<file path="src/rtl/fetch_queue.sv">
// Two-wide instruction fetch queue between IF and decode, a circular buffer with compacting enqueue.
// Optional sticky overflow detection is built only when FETCH_QUEUE_CHECK_EN is defined.
module fetch_queue #(
   parameter int DEPTH           = 8,
   parameter int INST_WIDTH      = 32,
   parameter int INST_ADDR_WIDTH = 32,
   parameter int BP_GHR_BITS     = 8,
   parameter int IF_BATCH_SIZE   = 2
) (
   input  logic                       clk,
   input  logic                       rst,
   input  logic                       flush,
   input  logic                       redirect_valid,
   input  logic [INST_WIDTH-1:0]      in_inst_addr_0,
   input  logic [INST_WIDTH-1:0]      in_inst_addr_1,
   input  logic [INST_WIDTH-1:0]      in_inst_0,
   input  logic [INST_WIDTH-1:0]      in_inst_1,
   input  logic [IF_BATCH_SIZE-1:0]   in_inst_valid,
   input  logic                       in_pred_taken_0,
   input  logic                       in_pred_taken_1,
   input  logic [INST_ADDR_WIDTH-1:0] in_pred_target_0,
   input  logic [INST_ADDR_WIDTH-1:0] in_pred_target_1,
   input  logic [BP_GHR_BITS-1:0]     in_pred_hist_0,
   input  logic [BP_GHR_BITS-1:0]     in_pred_hist_1,
   output logic                       stall,
   output logic [INST_WIDTH-1:0]      out_inst_addr_0,
   output logic [INST_WIDTH-1:0]      out_inst_addr_1,
   output logic [INST_WIDTH-1:0]      out_inst_0,
   output logic [INST_WIDTH-1:0]      out_inst_1,
   output logic                       out_pred_taken_0,
   output logic                       out_pred_taken_1,
   output logic [INST_ADDR_WIDTH-1:0] out_pred_target_0,
   output logic [INST_ADDR_WIDTH-1:0] out_pred_target_1,
   output logic [BP_GHR_BITS-1:0]     out_pred_hist_0,
   output logic [BP_GHR_BITS-1:0]     out_pred_hist_1,
   output logic [1:0]                 out_inst_valid,
   input  logic                       dec_ready,
   output logic                       overflow_err
);

   localparam int PW = $clog2(DEPTH);
   localparam int CW = PW + 1;

   typedef struct packed {
      logic [INST_WIDTH-1:0]      addr;
      logic [INST_WIDTH-1:0]      inst;
      logic                       taken;
      logic [INST_ADDR_WIDTH-1:0] target;
      logic [BP_GHR_BITS-1:0]     hist;
   } entry_t;

   entry_t        mem [DEPTH];
   logic [PW-1:0] head;
   logic [PW-1:0] tail;
   logic [CW-1:0] count;
   logic [CW-1:0] push_n;
   logic [CW-1:0] pop_n;
   logic [CW-1:0] free_n;
   logic [CW-1:0] wr_n;
   logic          clear;
   entry_t        ent_0;
   entry_t        ent_1;
   entry_t        wr_first;
   entry_t        rd_0;
   entry_t        rd_1;

   assign clear = flush | redirect_valid;

   always_comb begin
      ent_0    = {in_inst_addr_0, in_inst_0, in_pred_taken_0, in_pred_target_0, in_pred_hist_0};
      ent_1    = {in_inst_addr_1, in_inst_1, in_pred_taken_1, in_pred_target_1, in_pred_hist_1};
      push_n   = CW'(in_inst_valid[0]) + CW'(in_inst_valid[1]);
      pop_n    = '0;
      if (dec_ready) begin
         pop_n = (count >= CW'(2)) ? CW'(2) : count;
      end
      // free space counts the slots decode releases this same cycle
      free_n   = CW'(DEPTH) - count + pop_n;
      wr_n     = (push_n > free_n) ? free_n : push_n;
      wr_first = in_inst_valid[0] ? ent_0 : ent_1;
   end

   always_ff @(posedge clk) begin
      if (!rst && !clear) begin
         if (wr_n != '0) begin
            mem[tail] <= wr_first;
         end
         if (wr_n == CW'(2)) begin
            mem[tail + PW'(1)] <= ent_1;
         end
      end
   end

   always_ff @(posedge clk) begin
      if (rst || clear) begin
         head  <= '0;
         tail  <= '0;
         count <= '0;
      end else begin
         head  <= head + pop_n[PW-1:0];
         tail  <= tail + wr_n[PW-1:0];
         count <= count + wr_n - pop_n;
      end
   end

   assign rd_0 = mem[head];
   assign rd_1 = mem[head + PW'(1)];

   assign out_inst_addr_0   = rd_0.addr;
   assign out_inst_addr_1   = rd_1.addr;
   assign out_inst_0        = rd_0.inst;
   assign out_inst_1        = rd_1.inst;
   assign out_pred_taken_0  = rd_0.taken;
   assign out_pred_taken_1  = rd_1.taken;
   assign out_pred_target_0 = rd_0.target;
   assign out_pred_target_1 = rd_1.target;
   assign out_pred_hist_0   = rd_0.hist;
   assign out_pred_hist_1   = rd_1.hist;

   assign out_inst_valid = {count >= CW'(2), count != '0};
   assign stall          = (CW'(DEPTH) - count) < CW'(4);

`ifdef FETCH_QUEUE_CHECK_EN
   logic ovf_q;

   always_ff @(posedge clk) begin
      if (rst) begin
         ovf_q <= 1'b0;
      end else if (!clear && (push_n > free_n)) begin
         ovf_q <= 1'b1;
      end
   end

   assign overflow_err = ovf_q;
`else
   assign overflow_err = 1'b0;
`endif

endmodule

</file>
<file path="config.mk">
export PLATFORM = sky130hd
export DESIGN_NAME = fetch_queue
export DESIGN_NICKNAME = d
export VERILOG_FILES = /design/src/rtl/fetch_queue.sv
export SDC_FILE = /design/constraint.sdc
export NUM_CORES = 2
export LEC_CHECK = 0
export ABC_AREA = 1
export CAP_MARGIN = 25
export CORE_ASPECT_RATIO = 1.1
export CORE_MARGIN = 2
export CORE_UTILIZATION = 30
export DETAILED_ROUTE_END_ITERATION = 7
export SLEW_MARGIN = 20
export SYNTH_ARGS = -nofsm -noshare
export SYNTH_HDL_FRONTEND = slang
export SYNTH_SLANG_ARGS = --single-unit
</file>
<file path="constraint.sdc">
create_clock -name clk -period 9.86 [get_ports clk]
set_input_delay 1.972 -clock clk [delete_from_list [all_inputs] [get_ports clk]]
set_output_delay 1.972 -clock clk [all_outputs]
set_load 0.02 [all_outputs]
</file>
==> out/results.ini <==
[floorplan]
die_area_um2=184500
dieWidth_um=409.7
ioPinCount=431
die_h_um=450.3
coreArea_um2=179700
num_rows=163
start_util_pct=30.23

[route]
drtIter0Drc=6814
vias=52770
routed_wl_um=225400
drt-wirelength-per-cell_um=23.78
ant_nets=0
drcViolationCount=2
viasPerCell=5.568
drtPass1Iterations=8

[global_routing]
grt_pass1_wl_um=324800
gr-total-overflow=0
antenna_found_initial=17
grt_pass1_vias=49330
grt_use_total_pct=23.36
grt_max_degree=273

[logic_synthesis]
synth_cell_type_count=36
synthTopCellsByArea=edfxtp_1 (46%), nand2_1 (14%), nand3_1 (7.8%)
seq_area_frac_synth_pct=46.80
ys_warn_count=0
synth_edf_count=840
synth_most_common_cell=nand2_1
yosysTopAreaCell=edfxtp_1
netlist_area_um2=54320
synth_commonest_cells=nand2_1 (2,030), nand3_1 (847), o21ai_0 (842), edfxtp_1 (840), a21oi_1 (530)
synth_top_flop_cell=edfxtp_1
synthArstFlopShare_pct=0
ys_ff_latch=850
synth_top_area_share_pct=46.43
synth_cells=7090
synth_area_per_cell_um2=7.662

[timing]
fin_ws_ns=2.232
period_minus_slack_ns=7.628
slew-limit-headroom_pct=20.02
grt_setup_unrepaired=false
fin_crit_sh_pct=77.36
finalSetupViolCount=0
tns_ns=0
fmax_mhz=131.1
worstMarginPinSlew_ns=1.200
drv_slew=0
fin_skew_ns=0.03448
timing_hold_violations_final=0

[clock_network]
cts.clk_slew.worst_paths_ns=0.06
post-cts-setup-buffers=0
worstSkewPairLatency_ns=0.74
cts.sinks=850
ctsHoldBuffers=0
cts_tree=done
root_buffer=clkbuf_16
clock_path_buffers=3
htree_levels=3
numCtsBuffers=99
cts_resized=0

[setup_path]
start_kind=flop
crit_fanout=62
cp.arrival_ns=5.66
crit_chain=buf_4, buf_4, buf_4, o21ai_0, o21ai_0, a21oi_1, a31oi_1, clkdlybuf4s50_1
path_common_cell=buf_4
slowest_delay_ns=0.85
worstSetupPathType=flop to primary output
critical-path-slowest-cell=dfxtp_4
required_ns=7.89
critPathCaptureType=primary output

[min_path]
hold_class=flop to flop

[layout]
final_nets=7242
area_growth_pct=15.41
fillers=18130
drive_above_1_share_pct=5.410

[power_and_ir_drop]
peakVddDrop_mv=0.1302
leakage_nw=24.12
power_density_nw_per_um2=142.3

[placed_design]
place_congestion=0.8075
port_buffers=429
dp_hpwl_um=124800
dp_slack_ns=2.276

[run_status]
status=finished with violations
violations=design-rule violations

[run]
maxCapViolCount=0

routing by layer:
layer	share of wire (%)	vias up	GRT usage, %	wire length [um]
li1	-	24060	-	-
met1	38	25040	28.65	85060
met2	48	3044	39.19	107700
met3	9.1	600	3.902	20500
met4	5.3	18	12.36	12030
met5	0.051	-	0	115
kinds of logic (layout without fill, tap and decap cells):
family	Yosys count	count (layout)	synth area share (%)
xor gates and xnor gates	8	8	0.1290
buffers and inverters	1066	1054	8.349
and+or+nand+nor	3347	3347	25.42
other	2	10	0.01382
adders and majority gates	22	22	0.5620
AOI/OAI and AO/OA	1690	1690	16.55
muxes	105	105	2.177
DFF	850	850	46.80
state kept, by name, summed over array words and instances (netlist names):
| signal | count |
|---|---|
| head | 3 |
| tail | 3 |
| count | 4 |
| mem | 840 |
cells in the final DEF (no fill, tap or decap), types with 73 or more instances in the layout:
cell / Yosys / routed
inv_1: 345 / 344
a21oi_1: 530 / 530
mux2_2: 105 / 105
o211ai_1: 105 / 105
nand3_1: 847 / 847
a31oi_1: 210 / 210
nor2_1: 441 / 433
buf_4: 47 / 73
clkdlybuf4s50_1: 0 / 428
o21ai_0: 842 / 842
nand2_1: 2030 / 2022
clkbuf_16: 0 / 101
edfxtp_1: 840 / 840
through the flow:
stage	hold slack (ns)	cells	total power, mW	util, %	instance area, um^2
floorplan	0.5951	7092	4.871	-	54330
global placement	0.6526	9293	5.340	33.17	59590
detailed placement	0.6415	9293	5.362	33.17	59590
CTS	0.6576	9471	8.949	34.87	62660
global route	0.7023	9475	9.191	34.89	62690
finish	0.6677	9478	8.923	34.89	62700
power breakdown:
part           switching, mW  total (mW)  internal [mW]
Combinational          0.812        1.23          0.418
Clock                   1.61        3.63           2.02
Sequential            0.0169        4.07           4.05
Total                   2.44        8.92           6.49
final cells by class:
type / instances / area (um^2) / share of cell area, %
flip-flops and latches: 850 / 25440 / 40.57
diodes: 6 / 15.01 / 0.02395
multi-input cells: 5176 / 24540 / 39.14
clock buffers: 117 / 2587 / 4.127
inverters: 351 / 1340 / 2.137
clock inverters: 61 / 479.2 / 0.7643
well taps: 2392 / 2993 / 4.774
repair buffers: 525 / 5304 / 8.460
final timing paths:
| path | slack [ns] | depth (start not counted) | endpoint | startpoint |
|---|---|---|---|---|
| hold reg to reg | 0.67 | 2 | tail[2] | tail[2] |
| setup reg to reg | 4.23 | 22 | mem[1][95] | count[0] |
| hold / removal | 0.67 | 2 | tail[2] | tail[2] |
| setup / recovery | 2.23 | 8 | out_inst_addr_0[2] | head[1] |
worst max-delay path, delay by kind of cell, from the launching register on:
family,cells,cell delay (ns)
AOI/OAI and AO/OA,4,0.96
buffers and inverters,4,3.03
DFF,1,0.85
Power figures use the tool's default switching activity.
